`config.mk`:
```
export PLATFORM = sky130hd
export DESIGN_NAME = scanline_writer
export DESIGN_NICKNAME = d
export VERILOG_FILES = /design/src/rtl/gpu2d_video_pkg.sv /design/src/rtl/scanline_writer.sv
export SDC_FILE = /design/constraint.sdc
export NUM_CORES = 1
export LEC_CHECK = 0
export ABC_AREA = 1
export CAP_MARGIN = 10
export CORE_MARGIN = 1
export CORE_UTILIZATION = 53
export CTS_CLUSTER_DIAMETER = 200
export CTS_CLUSTER_SIZE = 12
export DETAILED_ROUTE_END_ITERATION = 8
export GPL_ROUTABILITY_DRIVEN = 0
export GPL_TIMING_DRIVEN = 0
export PLACE_DENSITY = 0.84
export SYNTH_ARGS = -nofsm -noshare
export SYNTH_HDL_FRONTEND = slang
export SYNTH_SLANG_ARGS = --single-unit
```
`constraint.sdc`:
```
create_clock -name clk -period 2.9 [get_ports clk]
set_clock_uncertainty 0.2 [all_clocks]
set_input_delay 0.87 -clock clk [delete_from_list [all_inputs] [get_ports clk]]
set_output_delay 0.87 -clock clk [all_outputs]
set_load 0.01 [all_outputs]
```
`src/rtl/gpu2d_video_pkg.sv`:
```
// ---------------------------------------------------------------------------
// gpu2d_video_pkg : shared types and constants for the scanline VRAM path
// Revision: 1.0
// ---------------------------------------------------------------------------
`default_nettype none

package gpu2d_video_pkg;

  localparam int H_PIXELS_DEFAULT = 800;
  localparam int V_PIXELS_DEFAULT = 600;

  // Shared with the timing generator, which reads the same banks.
  localparam int VRAM_ADDR_W = 10;
  localparam int VRAM_DATA_W = 8;

  typedef enum logic [1:0] {
    ST_IDLE = 2'd0,
    ST_FILL = 2'd1,
    ST_DONE = 2'd2
  } fill_state_e;

endpackage

`default_nettype wire

```
`src/rtl/scanline_writer.sv`:
```
// ---------------------------------------------------------------------------
// scanline_writer : fills the off-screen VRAM bank with the next scanline
// Revision: 1.0
// ---------------------------------------------------------------------------
`default_nettype none

module scanline_writer
  import gpu2d_video_pkg::*;
#(
  parameter int H_PIXELS   = H_PIXELS_DEFAULT,
  parameter int V_PIXELS   = V_PIXELS_DEFAULT,
  parameter int LINE_WIDTH = $clog2(V_PIXELS)
) (
  input  logic                   clk,
  input  logic                   rst_n,
  input  logic                   frame_start,
  input  logic                   line_start,
  input  logic                   line_parity,
  input  logic [VRAM_DATA_W-1:0] pixel_data,
  input  logic                   pixel_valid,
  output logic                   pixel_ready,
  output logic [VRAM_ADDR_W-1:0] vram_even_addr,
  output logic [VRAM_DATA_W-1:0] vram_even_data,
  output logic                   vram_even_we,
  output logic [VRAM_ADDR_W-1:0] vram_odd_addr,
  output logic [VRAM_DATA_W-1:0] vram_odd_data,
  output logic                   vram_odd_we,
  output logic [LINE_WIDTH-1:0]  fill_line,
  output logic                   busy,
  output logic                   underrun
);

  localparam logic [VRAM_ADDR_W-1:0] X_LAST    = VRAM_ADDR_W'(H_PIXELS - 1);
  localparam logic [LINE_WIDTH-1:0]  LINE_LAST = LINE_WIDTH'(V_PIXELS - 1);

  fill_state_e              state_q, state_d;
  logic [VRAM_ADDR_W-1:0]   x_q, x_d;
  logic                     target_q, target_d;   // 0 = even bank
  logic [LINE_WIDTH-1:0]    fill_line_q, fill_line_d;
  logic                     underrun_q, underrun_d;
  logic                     even_we_q, even_we_d;
  logic [VRAM_ADDR_W-1:0]   even_addr_q, even_addr_d;
  logic [VRAM_DATA_W-1:0]   even_data_q, even_data_d;
  logic                     odd_we_q, odd_we_d;
  logic [VRAM_ADDR_W-1:0]   odd_addr_q, odd_addr_d;
  logic [VRAM_DATA_W-1:0]   odd_data_q, odd_data_d;
  logic                     accept;

  assign accept = pixel_valid && (state_q == ST_FILL);

  always_comb begin
    state_d     = state_q;
    x_d         = x_q;
    target_d    = target_q;
    fill_line_d = fill_line_q;
    underrun_d  = underrun_q;
    even_we_d   = 1'b0;
    even_addr_d = even_addr_q;
    even_data_d = even_data_q;
    odd_we_d    = 1'b0;
    odd_addr_d  = odd_addr_q;
    odd_data_d  = odd_data_q;

    // The write uses the pre-restart target and x, so a strobe in the same
    // cycle never redirects a pixel already accepted.
    if (accept) begin
      if (target_q) begin
        odd_we_d   = 1'b1;
        odd_addr_d = x_q;
        odd_data_d = pixel_data;
      end else begin
        even_we_d   = 1'b1;
        even_addr_d = x_q;
        even_data_d = pixel_data;
      end
      if (x_q == X_LAST) begin
        x_d     = '0;
        state_d = ST_DONE;
      end else begin
        x_d = x_q + VRAM_ADDR_W'(1);
      end
    end

    if (frame_start) begin
      state_d     = ST_FILL;
      target_d    = 1'b0;
      x_d         = '0;
      fill_line_d = '0;
      underrun_d  = 1'b0;
    end else if (line_start && (state_q != ST_IDLE)) begin
      if (state_q == ST_FILL) begin
        underrun_d = 1'b1;
      end
      x_d = '0;
      if (fill_line_q == LINE_LAST) begin
        state_d = ST_IDLE;
      end else begin
        state_d     = ST_FILL;
        target_d    = ~line_parity;
        fill_line_d = fill_line_q + LINE_WIDTH'(1);
      end
    end
  end

  always_ff @(posedge clk or negedge rst_n) begin
    if (!rst_n) begin
      state_q     <= ST_IDLE;
      x_q         <= '0;
      target_q    <= 1'b0;
      fill_line_q <= '0;
      underrun_q  <= 1'b0;
      even_we_q   <= 1'b0;
      even_addr_q <= '0;
      even_data_q <= '0;
      odd_we_q    <= 1'b0;
      odd_addr_q  <= '0;
      odd_data_q  <= '0;
    end else begin
      state_q     <= state_d;
      x_q         <= x_d;
      target_q    <= target_d;
      fill_line_q <= fill_line_d;
      underrun_q  <= underrun_d;
      even_we_q   <= even_we_d;
      even_addr_q <= even_addr_d;
      even_data_q <= even_data_d;
      odd_we_q    <= odd_we_d;
      odd_addr_q  <= odd_addr_d;
      odd_data_q  <= odd_data_d;
    end
  end

  assign pixel_ready    = (state_q == ST_FILL);
  assign busy           = (state_q == ST_FILL);
  assign fill_line      = fill_line_q;
  assign underrun       = underrun_q;
  assign vram_even_we   = even_we_q;
  assign vram_even_addr = even_addr_q;
  assign vram_even_data = even_data_q;
  assign vram_odd_we    = odd_we_q;
  assign vram_odd_addr  = odd_addr_q;
  assign vram_odd_data  = odd_data_q;

endmodule

`default_nettype wire

```
==> reports/metrics.csv <==
metric,value,unit
status,finished clean,
Hold Slack,0.285,ns
nature of the critical path startpoint,register,
Seq. cell area,1550,um2
Slew HR,0.412,
Buffers on Ports,64,
Core Rows,26,
Max-Cap Viols,0,
Fin. Hold Viols,0,
CTS tree,yes,
"Req. time, crit path",1.83,ns
area of the multi-input gates,1060,um2
GRT Overall Usage,0.233,
average wire per standard cell,13.6,um
critical path arrival,1.63,ns
post-synth top area share,0.556,
clock sinks,62,
"slowest stage cell, crit path",clkdlybuf4s50_1,
RSZ-0062 raised after global routing,false,
WP buf/inv,4,
I/O Pins,65,
endpoints failing setup,0,
register area share after synthesis,0.556,
Core Region,5070,um2
starting density of the core,0.550,
WL final,5.67,mm
"EDFF count, synth",0,
Num CTS Buffers,9,
Setup crit end kind,output port,
clk_lat worst skew,0.33,ns
post-synth top area cell,dfrtp_1,
worst min-delay path category,register to register,
Via Count,2199,
initial DRC count,166,
Worst VDD drop,585,uV
Mapped Nets,282,
HPWL after detailed placement,4.09,mm
PwrDens,659,nW/um2
antenna cells,0,
final cell count without fillers,417,
Leak Pwr,1.63,nW
# DRC,0,
Clock Tree Root,clkbuf_8,
Cells after Synth,266,
drt pass-1 iters,5,
Inst Count DP,401,
"FF+latch count, synth",62,
Post-synth ARST share,1.00,
most frequent CP cell,inv_1,
vias in the first global route,2143,
CP peak stage delay,0.52,ns
"critical path fanouts, max",3,
htree depth,3,
CP top delay family,buffers and inverters,
largest net degree at the start of global routing,40,
Worst-Margin Slew,0.882,ns
post-synth design cell area,2790,um2
Yosys warnings,0,
"Remaining Overflow, GRT",0,
"count leader, synth",dfrtp_1,
CTS max path bufs,2,
final net count,358,
antenna violations before repair,0,
post-route ant nets,0,
global-route wire length before repair,9.60,mm
die height,74.6,um
Synth area leaders,"dfrtp_1, mux2_2, nand2_1",
Synth Flop Type,dfrtp_1,
Placed Area,3540,um2
die area,5560,um2
hold_buf cts,0,
"Reg clk slew, reported paths",0.06,ns
Tcrit/Tclk final,0.933,
crit-path cells,"inv_1, nand2_1, inv_1, buf_4, clkdlybuf4s50_1",
proportion of layout cells with a drive suffix above 1,0.176,
fmax,370,MHz
Power Total,0.00246,W
Max Slew Vio Count,0,
Resize count post-CTS,0,
Synth top cells by count,"dfrtp_1, nand2_1, mux2_2, nor2_1, inv_1",
internal reg-to-reg setup slack,0.95,ns
synthesized area per cell,10.5,um2
Area Growth Syn to Fin,33.4,%
"Setup Fix Bufs, Post-CTS",0,
Fill cells,385,
post-route cell area,3720,um2
die width,74.6,um
Yosys cell types,27,
post-DR vias/cell,5.27,
Final min period,2.70,ns
critical path class,register to output port,
-- final timing paths --
path | start | end | cells after the start
worst max-delay path | state_q[1] | pixel_ready | 5
worst min-delay path | vram_even_addr[9] | vram_even_addr[9] | 1
worst max register to register | fill_line[0] | fill_line[8] | 7
worst min register to register | vram_even_addr[9] | vram_even_addr[9] | 1
max in group asynchronous | rst_n | fill_line[0] | 2
min in group asynchronous | rst_n | vram_even_addr[7] | 1
-- flip-flops by register name (all words and copies together) (netlist names) --
register	count
fill_line	10
state_q	2
target_q	1
underrun	1
vram_even_addr	10
vram_even_data	8
vram_even_we	1
vram_odd_addr	10
vram_odd_data	8
vram_odd_we	1
x_q	10
-- final cells by class --
type | instances | area share
repair buffers | 65 | 0.178
clock inverters | 4 | 0.0128
inverters | 26 | 0.0262
clock buffers | 12 | 0.0363
flip-flops and latches | 62 | 0.417
multi-input cells | 169 | 0.285
well taps | 70 | 0.0235
plain buffers | 9 | 0.0215
-- stage by stage --
step	setup TNS [ns]	util	setup slack, ns
2_1_floorplan	0	-	0.957
3_3_place_gp	-74.63	0.694	-1.21
3_5_place_dp	0	0.698	0.271
4_1_cts	0	0.734	0.176
5_1_grt	0	0.734	0.0648
6_report	0	0.734	0.195
-- cells by family after synthesis --
group	after synthesis	synth area share
buffers and inverters	35	0.0636
AO/OA/AOI/OAI	35	0.0722
flip-flops	62	0.556
AND/OR/NAND/NOR	104	0.186
multiplexers	28	0.113
adder cells (fa/ha/maj)	2	0.00896
-- cell usage in the layout, fill, tap and decap left out, types with 8 or more instances in the layout --
cell	count
nor2_1	26
a21oi_1	12
inv_1	25
o21ai_0	15
dfrtp_1	62
mux2_2	26
clkdlybuf4s50_1	63
nand4_1	8
clkbuf_8	9
nand3_1	11
nand2_1	42
-- where the power goes --
group	internal, W	switching (W)	leakage (nW)
Clock	0.000395	0.000321	0.0904
Sequential	0.00101	0.0000910	0.798
Combinational	0.000383	0.000256	0.746
-- routing by layer --
metal	wire length, um	GRT usage	vias up	part of all wire
met1	2390	0.291	1082	0.42
met3	266	0.0488	10	0.047
met4	89	0.105	0	0.016
met2	2920	0.392	71	0.52
li1	-	-	1036	-
met5	0	0	-	0
(Power assumes the default switching activity.)
